$ cat config.mk
export PLATFORM = sky130hd
export DESIGN_NAME = pipeline_hazard_controller_flat
export DESIGN_NICKNAME = d
export VERILOG_FILES = /design/src/rtl/pipeline_hazard_controller_if.sv /design/src/rtl/pipeline_hazard_controller.sv /design/src/flat_wrapper.sv
export SDC_FILE = /design/constraint.sdc
export NUM_CORES = 1
export LEC_CHECK = 0
export BUFFER_PORTS_ARGS = -buffer_cell sky130_fd_sc_hd__buf_2
export CORE_MARGIN = 2
export CORE_UTILIZATION = 43
export CTS_CLUSTER_DIAMETER = 50
export DETAILED_ROUTE_END_ITERATION = 10
export HOLD_SLACK_MARGIN = 0.02
export MAX_ROUTING_LAYER = met4
export PLACE_DENSITY = 0.81
export SLEW_MARGIN = 30
export SYNTH_ARGS = -nofsm -noshare
export SYNTH_HDL_FRONTEND = slang
export SYNTH_SLANG_ARGS = --single-unit
$ cat constraint.sdc
create_clock -name clk -period 2.4 [get_ports clk]
set_input_delay 0.48 -clock clk [delete_from_list [all_inputs] [get_ports clk]]
set_output_delay 0.48 -clock clk [all_outputs]
set_load 0.01 [all_outputs]
$ cat src/rtl/pipeline_hazard_controller_if.sv
// Handshake bundle between the RV32I pipeline datapath and its hazard controller.
// The controller takes the slave view; the datapath (or a testbench) takes the master view.
interface pipeline_hazard_controller_if #(
    parameter int unsigned XLEN_CNT = 32
) ();
    logic [4:0]          id_rs1_i;
    logic [4:0]          id_rs2_i;
    logic [4:0]          id_rd_i;
    logic                id_uses_rs1_i;
    logic                id_uses_rs2_i;
    logic                id_reg_write_i;
    logic                branch_taken_i;
    logic                pc_write_o;
    logic                if_id_write_o;
    logic                id_ex_bubble_o;
    logic                flush_o;
    logic [1:0]          state_o;
    logic [XLEN_CNT-1:0] stall_cycles_o;
    logic [XLEN_CNT-1:0] flush_count_o;

    modport master (
        output id_rs1_i, id_rs2_i, id_rd_i, id_uses_rs1_i, id_uses_rs2_i, id_reg_write_i,
        output branch_taken_i,
        input  pc_write_o, if_id_write_o, id_ex_bubble_o, flush_o, state_o,
        input  stall_cycles_o, flush_count_o
    );

    modport slave (
        input  id_rs1_i, id_rs2_i, id_rd_i, id_uses_rs1_i, id_uses_rs2_i, id_reg_write_i,
        input  branch_taken_i,
        output pc_write_o, if_id_write_o, id_ex_bubble_o, flush_o, state_o,
        output stall_cycles_o, flush_count_o
    );
endinterface

$ cat src/rtl/pipeline_hazard_controller.sv
// RAW-stall / taken-redirect sequencer for a 5-stage RV32I pipeline with a 3-slot rd scoreboard.
// Define HAZARD_PERF_CNT_EN to build the saturating stall and flush counters.
module pipeline_hazard_controller #(
    parameter bit          RF_WRITE_THROUGH = 1'b0,
    parameter int unsigned XLEN_CNT         = 32
) (
    input logic                         clk,
    input logic                         reset,
    pipeline_hazard_controller_if.slave bus
);

    typedef enum logic [1:0] {
        StRun   = 2'd0,
        StStall = 2'd1,
        StFlush = 2'd2
    } state_e;

    state_e     r_state;
    logic       r_id_valid;
    logic       r_ex_v, r_mem_v, r_wb_v;
    logic [4:0] r_ex_rd, r_mem_rd, r_wb_rd;

    state_e     w_state_nxt;
    logic       w_id_valid_nxt;
    logic       w_ex_v_nxt, w_mem_v_nxt, w_wb_v_nxt;
    logic [4:0] w_ex_rd_nxt, w_mem_rd_nxt, w_wb_rd_nxt;
    logic       w_pc_write, w_if_id_write, w_bubble, w_flush;
    logic       w_wb_counted, w_r1, w_r2, w_hz;

    // With write-through the WB value is already visible to the ID read port.
    assign w_wb_counted = r_wb_v && !RF_WRITE_THROUGH;

    assign w_r1 = bus.id_uses_rs1_i && (bus.id_rs1_i != 5'd0) &&
                  ((r_ex_v && (r_ex_rd == bus.id_rs1_i)) ||
                   (r_mem_v && (r_mem_rd == bus.id_rs1_i)) ||
                   (w_wb_counted && (r_wb_rd == bus.id_rs1_i)));
    assign w_r2 = bus.id_uses_rs2_i && (bus.id_rs2_i != 5'd0) &&
                  ((r_ex_v && (r_ex_rd == bus.id_rs2_i)) ||
                   (r_mem_v && (r_mem_rd == bus.id_rs2_i)) ||
                   (w_wb_counted && (r_wb_rd == bus.id_rs2_i)));
    assign w_hz = r_id_valid && (w_r1 || w_r2);

    always_comb begin
        w_state_nxt    = StRun;
        w_pc_write     = 1'b1;
        w_if_id_write  = 1'b1;
        w_bubble       = 1'b0;
        w_flush        = 1'b0;
        w_id_valid_nxt = 1'b1;
        w_ex_v_nxt     = r_id_valid && bus.id_reg_write_i && (bus.id_rd_i != 5'd0);
        w_ex_rd_nxt    = bus.id_rd_i;
        w_mem_v_nxt    = r_ex_v;
        w_mem_rd_nxt   = r_ex_rd;
        w_wb_v_nxt     = r_mem_v;
        w_wb_rd_nxt    = r_mem_rd;
        if (bus.branch_taken_i) begin
            // Only the resolving branch/jump (old MEM) survives into WB.
            w_state_nxt    = StFlush;
            w_flush        = 1'b1;
            w_bubble       = 1'b1;
            w_id_valid_nxt = 1'b0;
            w_ex_v_nxt     = 1'b0;
            w_mem_v_nxt    = 1'b0;
        end else if (w_hz) begin
            w_state_nxt    = StStall;
            w_pc_write     = 1'b0;
            w_if_id_write  = 1'b0;
            w_bubble       = 1'b1;
            w_id_valid_nxt = r_id_valid;
            w_ex_v_nxt     = 1'b0;
        end
    end

    always_ff @(posedge clk or negedge reset) begin
        if (!reset) begin
            r_state    <= StRun;
            r_id_valid <= 1'b0;
            r_ex_v     <= 1'b0;
            r_mem_v    <= 1'b0;
            r_wb_v     <= 1'b0;
            r_ex_rd    <= 5'd0;
            r_mem_rd   <= 5'd0;
            r_wb_rd    <= 5'd0;
        end else begin
            r_state    <= w_state_nxt;
            r_id_valid <= w_id_valid_nxt;
            r_ex_v     <= w_ex_v_nxt;
            r_mem_v    <= w_mem_v_nxt;
            r_wb_v     <= w_wb_v_nxt;
            r_ex_rd    <= w_ex_rd_nxt;
            r_mem_rd   <= w_mem_rd_nxt;
            r_wb_rd    <= w_wb_rd_nxt;
        end
    end

    // Outputs are forced to their idle values while reset is held, whatever the inputs do.
    assign bus.pc_write_o     = w_pc_write | ~reset;
    assign bus.if_id_write_o  = w_if_id_write | ~reset;
    assign bus.id_ex_bubble_o = w_bubble & reset;
    assign bus.flush_o        = w_flush & reset;
    assign bus.state_o        = r_state;

`ifdef HAZARD_PERF_CNT_EN
    logic [XLEN_CNT-1:0] r_stall_cnt, r_flush_cnt;

    always_ff @(posedge clk or negedge reset) begin
        if (!reset) begin
            r_stall_cnt <= '0;
            r_flush_cnt <= '0;
        end else begin
            if (!w_pc_write && !(&r_stall_cnt)) r_stall_cnt <= r_stall_cnt + XLEN_CNT'(1);
            if (w_flush && !(&r_flush_cnt))     r_flush_cnt <= r_flush_cnt + XLEN_CNT'(1);
        end
    end

    assign bus.stall_cycles_o = r_stall_cnt;
    assign bus.flush_count_o  = r_flush_cnt;
`else
    assign bus.stall_cycles_o = {XLEN_CNT{1'b0}};
    assign bus.flush_count_o  = {XLEN_CNT{1'b0}};
`endif

endmodule

$ cat src/flat_wrapper.sv
// flat-port wrapper written by rule: the top's interface ports become plain ports
module pipeline_hazard_controller_flat 
#(
    parameter bit          RF_WRITE_THROUGH = 1'b0,
    parameter int unsigned XLEN_CNT         = 32
)
  (clk, reset, bus_id_rs1_i, bus_id_rs2_i, bus_id_rd_i, bus_id_uses_rs1_i, bus_id_uses_rs2_i, bus_id_reg_write_i, bus_branch_taken_i, bus_pc_write_o, bus_if_id_write_o, bus_id_ex_bubble_o, bus_flush_o, bus_state_o, bus_stall_cycles_o, bus_flush_count_o);
  pipeline_hazard_controller_if #(.XLEN_CNT(XLEN_CNT)) bus_i ();
  input logic clk;
  input logic reset;
  input wire logic [$bits(bus_i.id_rs1_i)-1:0] bus_id_rs1_i;
  input wire logic [$bits(bus_i.id_rs2_i)-1:0] bus_id_rs2_i;
  input wire logic [$bits(bus_i.id_rd_i)-1:0] bus_id_rd_i;
  input wire logic [$bits(bus_i.id_uses_rs1_i)-1:0] bus_id_uses_rs1_i;
  input wire logic [$bits(bus_i.id_uses_rs2_i)-1:0] bus_id_uses_rs2_i;
  input wire logic [$bits(bus_i.id_reg_write_i)-1:0] bus_id_reg_write_i;
  input wire logic [$bits(bus_i.branch_taken_i)-1:0] bus_branch_taken_i;
  output wire logic [$bits(bus_i.pc_write_o)-1:0] bus_pc_write_o;
  output wire logic [$bits(bus_i.if_id_write_o)-1:0] bus_if_id_write_o;
  output wire logic [$bits(bus_i.id_ex_bubble_o)-1:0] bus_id_ex_bubble_o;
  output wire logic [$bits(bus_i.flush_o)-1:0] bus_flush_o;
  output wire logic [$bits(bus_i.state_o)-1:0] bus_state_o;
  output wire logic [$bits(bus_i.stall_cycles_o)-1:0] bus_stall_cycles_o;
  output wire logic [$bits(bus_i.flush_count_o)-1:0] bus_flush_count_o;
  assign bus_i.id_rs1_i = bus_id_rs1_i;
  assign bus_i.id_rs2_i = bus_id_rs2_i;
  assign bus_i.id_rd_i = bus_id_rd_i;
  assign bus_i.id_uses_rs1_i = bus_id_uses_rs1_i;
  assign bus_i.id_uses_rs2_i = bus_id_uses_rs2_i;
  assign bus_i.id_reg_write_i = bus_id_reg_write_i;
  assign bus_i.branch_taken_i = bus_branch_taken_i;
  assign bus_pc_write_o = bus_i.pc_write_o;
  assign bus_if_id_write_o = bus_i.if_id_write_o;
  assign bus_id_ex_bubble_o = bus_i.id_ex_bubble_o;
  assign bus_flush_o = bus_i.flush_o;
  assign bus_state_o = bus_i.state_o;
  assign bus_stall_cycles_o = bus_i.stall_cycles_o;
  assign bus_flush_count_o = bus_i.flush_count_o;
  pipeline_hazard_controller #(.RF_WRITE_THROUGH(RF_WRITE_THROUGH), .XLEN_CNT(XLEN_CNT)) u_core (.clk(clk), .reset(reset), .bus(bus_i));
endmodule
==> Word level (Yosys, flattened, before mapping) <==
Index checks and enable logic that the tools add are counted.
{ "totals": {"out_inout_bits": 70, "ff_bits": 21} }
{ "classes": {"n_mux": 12, "n_bitwise": 4, "reduce_logical": 21, "eq_ne": 7} }
{ "op_table": {"columns": ["op", "count"], "rows": [
  ["$eq A5 B5 Y1", 6],
  ["$reduce_bool A5 Y1", 3],
  ["$logic_and A1 B1 Y1", 13],
  ["$mux W1", 11],
  ["$logic_or A1 B1 Y1", 5],
  ["$and A1 B1 Y1", 2],
  ["$mux W2", 1],
  ["$ne A2 B2 Y1 const B", 1],
  ["$not A1 Y1", 1],
  ["$or A1 B1 Y1", 1]
]} }

==> Depth between registers and ports, before layout <==
Gate-level depths: netlist of the first run.
{ "logic_depth": {"ltp_word": 10, "ltp_mapped": 7, "depth_no_buf": 6} }

==> Worst setup path before layout of the first run <==
Ideal clock, no wire load.
{ "synth_path": {"path_kind": "input port to output port", "start": "input bus_id_rs1_i[4]", "end": "output bus_id_ex_bubble_o", "n_path_buf": 0, "slack_ns": 0.218, "required_time_ns": 1.920, "arrival_ns": 1.702, "path_stages": 5, "path_cell_list": "or4_1 > o21ai_1 > a31oi_1 > and3_1 > a311o_1"} }
{ "synth_via": {"elab_chain_len": 10, "elab_cells_between_ends": 16} }
{ "synth_rtl": {"columns": ["item", "line", "source"], "rows": [
  ["from (decl)", "flat_wrapper.sv:11", "input wire logic [$bits(bus_i.id_rs1_i)-1:0] bus_id_rs1_i;"],
  ["$eq A5 B5 Y1 (on tied branches)", "pipeline_hazard_controller.sv:34, pipeline_hazard_controller.sv:35", null],
  ["$logic_and A1 B1 Y1 (on tied branches)", "pipeline_hazard_controller.sv:34, pipeline_hazard_controller.sv:35", null],
  ["$logic_or A1 B1 Y1", "pipeline_hazard_controller.sv:34", "((r_ex_v && (r_ex_rd == bus.id_rs1_i)) ||"],
  ["$logic_or A1 B1 Y1", "pipeline_hazard_controller.sv:35", "(r_mem_v && (r_mem_rd == bus.id_rs1_i)) ||"],
  ["$logic_and A1 B1 Y1 (*)", "pipeline_hazard_controller.sv:33", "assign w_r1 = bus.id_uses_rs1_i && (bus.id_rs1_i != 5'd0) &&"],
  ["$logic_or A1 B1 Y1 (*)", "pipeline_hazard_controller.sv:41", "assign w_hz = r_id_valid && (w_r1 || w_r2);"],
  ["$logic_and A1 B1 Y1 (*)", "pipeline_hazard_controller.sv:41", null],
  ["$mux W1 (*)", "pipeline_hazard_controller.sv:64", "end else if (w_hz) begin"],
  ["$mux W1 (*)", "pipeline_hazard_controller.sv:56", "if (bus.branch_taken_i) begin"],
  ["$and A1 B1 Y1 (*)", "pipeline_hazard_controller.sv:99", "assign bus.id_ex_bubble_o = w_bubble & reset;"],
  ["to (decl)", "flat_wrapper.sv:20", "output wire logic [$bits(bus_i.id_ex_bubble_o)-1:0] bus_id_ex_bubble_o;"]
]} }
Mark *: on every way between the ends. The rest lies on a longest branch, timed or not.

==> Final worst setup path of the first run <==
{ "layout_path": {"start": "register u_core.r_ex_rd[2]", "end": "output bus_if_id_write_o"} }
{ "layout_via": {"elab_chain_len": 10, "elab_cells_between_ends": 15} }
{ "layout_rtl": {"columns": ["item", "line", "source"], "rows": [
  ["from (decl)", "pipeline_hazard_controller.sv:21", "logic [4:0] r_ex_rd, r_mem_rd, r_wb_rd;"],
  ["from (signal assigned)", "pipeline_hazard_controller.sv:90", "r_ex_rd <= w_ex_rd_nxt;"],
  ["$eq A5 B5 Y1 (on tied branches)", "pipeline_hazard_controller.sv:34, pipeline_hazard_controller.sv:38", null],
  ["$logic_and A1 B1 Y1 (on tied branches)", "pipeline_hazard_controller.sv:34, pipeline_hazard_controller.sv:38", null],
  ["$logic_or A1 B1 Y1 (on tied branches)", "pipeline_hazard_controller.sv:34, pipeline_hazard_controller.sv:38", null],
  ["$logic_or A1 B1 Y1 (on tied branches)", "pipeline_hazard_controller.sv:35, pipeline_hazard_controller.sv:39", null],
  ["$logic_and A1 B1 Y1 (on tied branches)", "pipeline_hazard_controller.sv:33, pipeline_hazard_controller.sv:37", null],
  ["$logic_or A1 B1 Y1 (*)", "pipeline_hazard_controller.sv:41", null],
  ["$logic_and A1 B1 Y1 (*)", "pipeline_hazard_controller.sv:41", null],
  ["$mux W1 (*)", "pipeline_hazard_controller.sv:64", null],
  ["$mux W1 (*)", "pipeline_hazard_controller.sv:56", null],
  ["$or A1 B1 Y1 (*)", "pipeline_hazard_controller.sv:98", "assign bus.if_id_write_o = w_if_id_write | ~reset;"],
  ["to (decl)", "flat_wrapper.sv:19", "output wire logic [$bits(bus_i.if_id_write_o)-1:0] bus_if_id_write_o;"]
]} }
Marks and branches as above.

==> results of run 1 <==
==> stage by stage <==
step | utilization [%] | total power (W) | cells | hold WS, ns | worst slack (ns)
2_1_floorplan | - | 0.000554 | 208 | 0.184 | 0.218
3_3_place_gp | 43.2 | 0.000526 | 219 | 0.293 | -0.0476
3_5_place_dp | 43.2 | 0.000529 | 219 | 0.295 | -0.0711
4_1_cts | 45.1 | 0.000695 | 224 | 0.206 | -0.126
5_1_grt | 45.7 | 0.000740 | 224 | 0.210 | -0.233
6_report | 45.7 | 0.000693 | 224 | 0.198 | -0.0727
==> worst max-delay path, cell delays in order, from the launching register on <==
cell and delay [ns]:
dfrtp_1 0.43, xor2_1 0.16, nor4_2 0.29, nand3_1 0.12, a31oi_2 0.21, buf_4 0.13
o211a_1 0.15, nand2_1 0.06, buf_2 0.14
==> state kept, by name (all words and copies together), names as in the netlist <==
register	count
u_core.bus.state_o	2
u_core.r_ex_rd	5
u_core.r_ex_v	1
u_core.r_id_valid	1
u_core.r_mem_rd	5
u_core.r_mem_v	1
u_core.r_wb_rd	5
u_core.r_wb_v	1
==> cell type report <==
cell class	count	share of cell area [%]
Tap cell	46	3.83
Multi-Input combinational cell	121	47.4
Timing Repair Buffer	31	11.7
Inverter	1	0.250
Clock buffer	4	1.75
Sequential cell	21	35.0
==> cell families after synthesis <==
group	count (synthesis)	synth area share [%]
AO/OA/AOI/OAI	7	3.53
XOR/XNOR	30	18.1
buffers and inverters	66	33.9
flip-flops	21	36.2
other	1	0.258
AND/OR/NAND/NOR	20	8.10
==> how the worst max path moves through the flow <==
stage	start	end	slack, ns
after detailed placement	bus_id_rs2_i[2]	bus_pc_write_o	-0.07
after global routing	u_core.r_ex_rd[2]	bus_if_id_write_o	-0.23
after global placement	bus_id_rs1_i[2]	bus_pc_write_o	-0.05
after CTS	u_core.r_ex_rd[2]	bus_pc_write_o	-0.13
after floorplan	bus_id_rs1_i[4]	bus_id_ex_bubble_o	0.22
final	u_core.r_ex_rd[2]	bus_if_id_write_o	-0.07
==> cell usage in the layout (no fill, tap or decap) <==
cell type and count:
a311o_1 1, a31oi_2 1, a31oi_4 1, and2_1 1, and3_1 1, buf_2 25
buf_4 4, buf_6 1, clkbuf_1 1, clkbuf_4 3, conb_1 64, dfrtp_1 21
dlygate4sd3_1 1, inv_1 1, nand2_1 1, nand3_1 6, nor2b_1 1, nor3_1 1
nor4_1 3, nor4_2 3, o2111ai_1 1, o211a_1 1, o21ai_1 2, or4_1 3
xnor2_1 6, xor2_1 24
==> layer usage <==
| metal | wire (um) | share of wire (%) |
|---|---|---|
| met1 | 912 | 40 |
| met2 | 1160 | 51 |
| met3 | 210 | 9.2 |
| met4 | 0 | 0 |
| met5 | 0 | 0 |
==> power breakdown <==
part / total, W / internal [W] / switching (W) / leakage [nW]
Clock: 0.000162 / 0.0000646 / 0.0000970 / 0.0150
Combinational: 0.000146 / 0.0000480 / 0.0000979 / 0.503
Sequential: 0.000386 / 0.000370 / 0.0000159 / 0.253
==> repair_timing <==
| item | in CTS | in global routing |
|---|---|---|
| pin swaps | 5 | 1 |
| setup endpoints to repair | 3 | 3 |
| gates resized for setup | 6 | 3 |
| buffers inserted | 0 | 0 |
| endpoints found under the hold margin | 1 | 0 |
| hold buffers | 1 | 0 |
==> impl_metrics.tcl, run 1 <==
set metrics [dict create \
    vdd_drop_max_mv 0.347 \
    dieWidth_um 62.1 \
    first_global_vias 767 \
    fp.dieH_um 62.1 \
    synthDominantCellAreaShare_pct 36.2 \
    synth_cell_type_count 20 \
    crit_fanout 3 \
    antenna_found_initial 0 \
    hp-class "in2async" \
    synth_common_cells "65 x buf_4, 24 x xor2_1, 21 x dfrtp_1" \
    synth_edf_count 0 \
    drv_cap 0 \
    synth_area_um2 1450 \
    wirelength_mm 2.28 \
    synth.most_common_cell "buf_4" \
    drc_errors 0 \
    start_kind "flop" \
    finalMaxSlewViolations 0 \
    firstDrtPassIters 4 \
    ys_warn_count 0 \
    global_route.usage.met1_pct 14.8 \
    finalCritPeriodShare_pct 103 \
    clock-root-buffer "clkbuf_4" \
    worstPathArrival_ns 1.99 \
    clk_pin_slew_ns 0.11 \
    power.leakage_nw 0.771 \
    final_nets 200 \
    synthFlopType "dfrtp_1" \
    hpwl_mm 1.92 \
    multi_input_area_um2 712 \
    ios 91 \
    skew_ns 0.00524 \
    routed_via_density 3.96 \
    postPlaceCellArea_um2 1420 \
    place.gp.congestion 0.900 \
    drtIter0Drc 9 \
    grt_util_met3_pct 2.36 \
    drive_gt1_share_pct 21.3 \
    grt_usage_pct 12.0 \
    hold_viol 0 \
    fillers 329 \
    antennaDiodeCount 0 \
    clock_latency_ns 0.29 \
    numPortBuffers 26 \
    rsz0062_at_grt "yes" \
    routedWlPerCell_um 10.2 \
    tns_ns -0.212 \
    worstSetupEndpointType "output pin" \
    busiest_layer "met2" \
    timing.rr.end "u_core.bus.state_o[0]" \
    core_um2 3280 \
    stdcell_area_um2 1500 \
    synth_area_leaders "dfrtp_1 36%, buf_4 34%, xor2_1 14%" \
    cts_buffers 3 \
    crit_type "reg2out" \
    drtAntennaViolNets 0 \
    fmax_mhz 404 \
    grt_pass1_wl_mm 3.51 \
    yosysSeqAreaShare_pct 36.2 \
    ys_async_sr_fraction_pct 100 \
    start_util_pct 44.2 \
    area_growth_pct 3.36 \
    grt_use_met2_pct 19.4 \
    powerDensity_nw_per_um2 462 \
    required_ns 1.92 \
    cts_tree "yes" \
    cts_sinks 21 \
    syn_avg_cell_area_um2 10.0 \
    fp-row-count 21 \
    dieArea_um2 3860 \
    cts-htree-levels 1 \
    violations "negative setup slack" \
    overflow 0 \
    grt_max_degree 21 \
    clockBufferDepth 2 \
    via_count 886 \
    setup_violations 3 \
    r2r_cells 6 \
    min_period_ns 2.47 \
    yosys.area.top_type "dfrtp_1" \
    status "finished, violations left" \
    reg2reg_setup_slack_ns 0.83 \
    synthCells 145 \
    setup_ws_ns -0.0727 \
    register_area_um2 526 \
    ys_ff_latch 21 \
    r2r_start "u_core.r_ex_rd[2]" \
]
No activity file was read; power rests on OpenSTA's default activity.
==> run 2, diff against run 1 <==
Settings changed: SKIP_LAST_GASP set to 1.
==> impl_metrics.tcl, run 2 (same netlist as run 1, synthesis figures left out) <==
set metrics [dict create \
    switchingPower_w 0.000211 \
    fin_total_pwr_w 0.000692 \
    skew_ns 0.00492 \
    startpoint "bus_id_rs1_i[4]" \
    hp-class "in2async" \
    clock_latency_ns 0.29 \
    crit_family "simple AND/OR/NAND/NOR gates" \
    holdWs_ns 0.199 \
    fmax_mhz 403 \
    crit_buf_inv 2 \
    crit_fanout 4 \
    routedWlPerCell_um 10.2 \
    antenna_found_initial 0 \
    r2r_cells 6 \
    critical_path.cell_chain "buf_2 > or4_1 > o21ai_1 > a31oi_2 > and3_1 > a311o_1 > buf_2" \
    final_nets 200 \
    postLayoutCoreUtil_pct 45.5 \
    min_period_ns 2.48 \
    overflow 0 \
    hold_viol 0 \
    worstSetupEndpointType "output pin" \
    rsz0062_at_grt "yes" \
    drv_cap 0 \
    drc_errors 0 \
    finalMaxSlewViolations 0 \
    required_ns 1.92 \
    crit_slowest_cell "or4_1" \
    drtIter0Drc 8 \
    start_util_pct 44.2 \
    cts_sinks 21 \
    clk_pin_slew_ns 0.11 \
    vdd_drop_max_mv 0.346 \
    finalNonFillerCells 224 \
    clkPwrFrac_pct 23.3 \
    clock-root-buffer "clkbuf_4" \
    r2r_start "u_core.r_ex_rd[2]" \
    timing.rr.end "u_core.bus.state_o[0]" \
    cts_buffers 3 \
    firstDrtPassIters 4 \
    power_frac_comb_pct 20.9 \
    wirelength_mm 2.28 \
    setup_ws_ns -0.0813 \
    setup_violations 3 \
    reg2reg_setup_slack_ns 0.84 \
    grt_usage_pct 12.0 \
    critical_path.endpoint "bus_id_ex_bubble_o" \
    powerDensity_nw_per_um2 463 \
    violations "negative setup slack" \
    grt_pass1_wl_mm 3.53 \
    routed_via_density 3.96 \
    layout_common_cells "64 x conb_1, 26 x buf_2, 24 x xor2_1" \
    clockBufferDepth 2 \
    first_global_vias 765 \
    ios 91 \
    via_count 887 \
    final_common_cell "conb_1" \
    crit_type "in2out" \
    numPortBuffers 26 \
    drive_gt1_share_pct 21.3 \
    place_inst 219 \
    cp.depth 7 \
    power.leakage_nw 0.768 \
    worstPathArrival_ns 2.00 \
    core_um2 3280 \
    area_growth_pct 2.93 \
    drtAntennaViolNets 0 \
    max_stage_delay_ns 0.53 \
    seqPwrFrac_pct 55.7 \
    p_sw_share_pct 30.4 \
    dieWidth_um 62.1 \
    start_kind "primary input" \
    cts_tree "yes" \
    status "finished, violations left" \
    hpwl_mm 1.92 \
    fillers 332 \
    reg_top3 "u_core.r_ex_rd (5), u_core.r_mem_rd (5), u_core.r_wb_rd (5)" \
    post-place-ws_ns -0.0711 \
    grt_max_degree 21 \
    antennaDiodeCount 0 \
    fp.dieH_um 62.1 \
    internal-power_w 0.000481 \
    dieArea_um2 3860 \
    place.gp.congestion 0.900 \
    crit_path_frequent_cell "buf_2" \
    cts-htree-levels 1 \
    fp-row-count 21 \
    finalCritPeriodShare_pct 103 \
]
## run 2: routing by layer
metal | vias to the layer above | GRT usage (%) | share of wire, %
met1 | 421 | 14.9 | 40
met2 | 53 | 19.4 | 51
li1 | 413 | - | -
met5 | - | - | 0
met3 | 0 | 2.36 | 9.2
met4 | 0 | 4.72 | 0
## run 2: power by group through the flow
stage                     Sequential (W)  Clock, W  Combinational [W]
after floorplan                 0.000390         0           0.000164
after CTS                       0.000386  0.000168           0.000140
after global placement          0.000392         0           0.000134
after detailed placement        0.000393         0           0.000136
after global routing            0.000388  0.000191           0.000160
final                           0.000386  0.000161           0.000145
## run 2: cell type report
type	count	area [um^2]	area share, %
multi-input combinational	121	712	47.6
sequential	21	526	35.1
timing repair buffer	31	170	11.4
tap	46	57.6	3.85
clock buffer	4	26.3	1.76
inverter	1	3.75	0.251
## run 2: worst register-to-register path, delay by kind of cell (launching register included)
family          cells  cell delay [ns]
flops               1             0.43
compound gates      2             0.36
xor+xnor            1             0.16
simple gates        2             0.41
buf+inv             1             0.14
## run 2: per-stage QoR
| stage | instance area [um^2] | setup TNS, ns |
|---|---|---|
| finish | 1500 | -0.226 |
| global route | 1500 | -0.595 |
| CTS | 1480 | -0.321 |
| detailed placement | 1420 | -0.210 |
| global placement | 1420 | -0.140 |
| floorplan | 1690 | 0 |
## run 2: how the worst min path moves through the flow
| stage | from | end | slack (ns) | depth (start not counted) |
|---|---|---|---|---|
| 6_report | reset | u_core.r_mem_rd[4] | 0.20 | 2 |
| 5_1_grt | reset | u_core.r_mem_rd[0] | 0.21 | 2 |
| 4_1_cts | reset | u_core.r_ex_rd[4] | 0.21 | 2 |
| 3_5_place_dp | reset | u_core.r_id_valid | 0.29 | 1 |
| 3_3_place_gp | reset | u_core.r_id_valid | 0.29 | 1 |
| 2_1_floorplan | reset | u_core.bus.state_o[0] | 0.18 | 0 |
## run 2: what timing repair did
action / in CTS / in global routing
endpoints found under the setup margin: 3 / 3
resized for setup: 4 / 3
hold buffers: 1 / 0
endpoints found under the hold margin: 1 / 0
setup buffers: 0 / 0
pin swaps: 5 / 1
==> run 3, diff against run 2 <==
Settings changed: CTS_BUF_LIST set to sky130_fd_sc_hd__clkbuf_16.
==> impl_metrics.tcl, run 3 (same netlist as run 1, synthesis figures left out) <==
set metrics [dict create \
    status "finished, violations left" \
    violations "negative setup slack" \
    hold_viol 0 \
    powerDensity_nw_per_um2 559 \
    fin_total_pwr_w 0.000868 \
    via_count 890 \
    cts_buffers 3 \
    hpwl_mm 1.92 \
    finalNonFillerCells 223 \
    grt_max_degree 21 \
    area_growth_pct 6.80 \
    place_inst 219 \
    worstPathArrival_ns 1.94 \
    hp-class "in2async" \
    place.gp.congestion 0.900 \
    drive_gt1_share_pct 23.2 \
    routed_via_density 3.99 \
    cts-htree-levels 1 \
    ios 91 \
    skew_ns 0.00196 \
    dieArea_um2 3860 \
    clock-root-buffer "clkbuf_16" \
    overflow 0 \
    clock_latency_ns 0.25 \
    holdWs_ns 0.0312 \
    drc_errors 0 \
    routedWlPerCell_um 10.6 \
    dieWidth_um 62.1 \
    finalCritPeriodShare_pct 101 \
    global_route.usage.met1_pct 14.5 \
    fillers 321 \
    drtAntennaViolNets 0 \
    postPlaceCellArea_um2 1420 \
    crit_type "in2out" \
    fmax_mhz 413 \
    power.leakage_nw 0.796 \
    reg_top3 "u_core.r_ex_rd (5), u_core.r_mem_rd (5), u_core.r_wb_rd (5)" \
    first_global_vias 759 \
    rsz0062_at_grt "yes" \
    fp-row-count 21 \
    grt_util_met3_pct 1.81 \
    busiest_layer "met2" \
    numPortBuffers 26 \
    grt_usage_pct 11.7 \
    required_ns 1.92 \
    core_um2 3280 \
    antennaDiodeCount 0 \
    stdcell_area_um2 1550 \
    post-place-ws_ns -0.0711 \
    setup_violations 3 \
    clk_pin_slew_ns 0.05 \
    worstSetupEndpointType "output pin" \
    multi_input_area_um2 723 \
    start_kind "primary input" \
    vdd_drop_max_mv 0.417 \
    cts_sinks 21 \
    min_period_ns 2.42 \
    wirelength_mm 2.35 \
    crit_fanout 4 \
    layout_common_cells "64 x conb_1, 25 x buf_2, 24 x xor2_1" \
    cts_tree "yes" \
    drv_cap 0 \
    final_nets 199 \
    setup_ws_ns -0.0207 \
    start_util_pct 44.2 \
    finalMaxSlewViolations 0 \
    register_area_um2 526 \
    grt_pass1_wl_mm 3.48 \
    cts_hold_buf 0 \
    fp.dieH_um 62.1 \
    drtIter0Drc 10 \
    grt_use_met2_pct 19.3 \
    antenna_found_initial 0 \
    firstDrtPassIters 4 \
    clockBufferDepth 2 \
    final_common_cell "conb_1" \
]
-- run 3: area by class of cell --
class	instances	share of cell area (%)
clock buffer	3	4.84
clock inverter	1	0.242
inverter	1	0.242
multi-input combinational	121	46.6
sequential	21	33.9
tap	46	3.71
timing repair buffer	30	10.5
-- run 3: final timing paths --
check / startpoint / endpoint / slack [ns] / cells after the start
worst max-delay path: bus_id_rs1_i[2] / bus_id_ex_bubble_o / -0.02 / 7
worst min-delay path: reset / u_core.r_id_valid / 0.03 / 1
worst max register to register: u_core.r_ex_rd[2] / u_core.bus.state_o[0] / 0.85 / 6
worst min register to register: u_core.r_mem_v / u_core.r_wb_v / 0.41 / 0
max in group asynchronous: reset / u_core.r_wb_rd[0] / 1.93 / 2
min in group clk: bus_id_rd_i[0] / u_core.r_ex_rd[0] / 0.35 / 1
-- run 3: through the flow --
stage          setup TNS [ns]  util [%]
2_1_floorplan               0         -
3_3_place_gp           -0.140      43.2
3_5_place_dp           -0.210      43.2
4_1_cts                -0.110      46.4
5_1_grt                -0.344      47.2
6_report              -0.0302      47.2
-- run 3: report_power, final --
part / switching (W) / total, W / internal (W)
logic: 0.0000990 / 0.000146 / 0.0000473
registers: 0.0000160 / 0.000387 / 0.000371
clock network: 0.000113 / 0.000335 / 0.000221
-- run 3: routing by layer --
layer / wire length, um / part of all wire [%] / vias up
li1: - / - / 410
met1: 967 / 41 / 430
met2: 1200 / 51 / 50
met3: 190 / 8.1 / 0
met4: 0 / 0 / 0
met5: 0 / 0 / -
-- run 3: timing repair --
item / in CTS / in global routing
setup buffers: 0 / 0
hold endpoints to repair: 0 / 0
pin swaps: 9 / 3
gates resized for setup: 6 / 5
endpoints found under the setup margin: 3 / 3
-- run 3: worst max-delay path: stages --
cell,delay (ns)
buf_4,0.13
or4_4,0.54
o21ai_2,0.14
a31oi_2,0.05
and3_1,0.19
a311o_1,0.26
buf_2,0.14
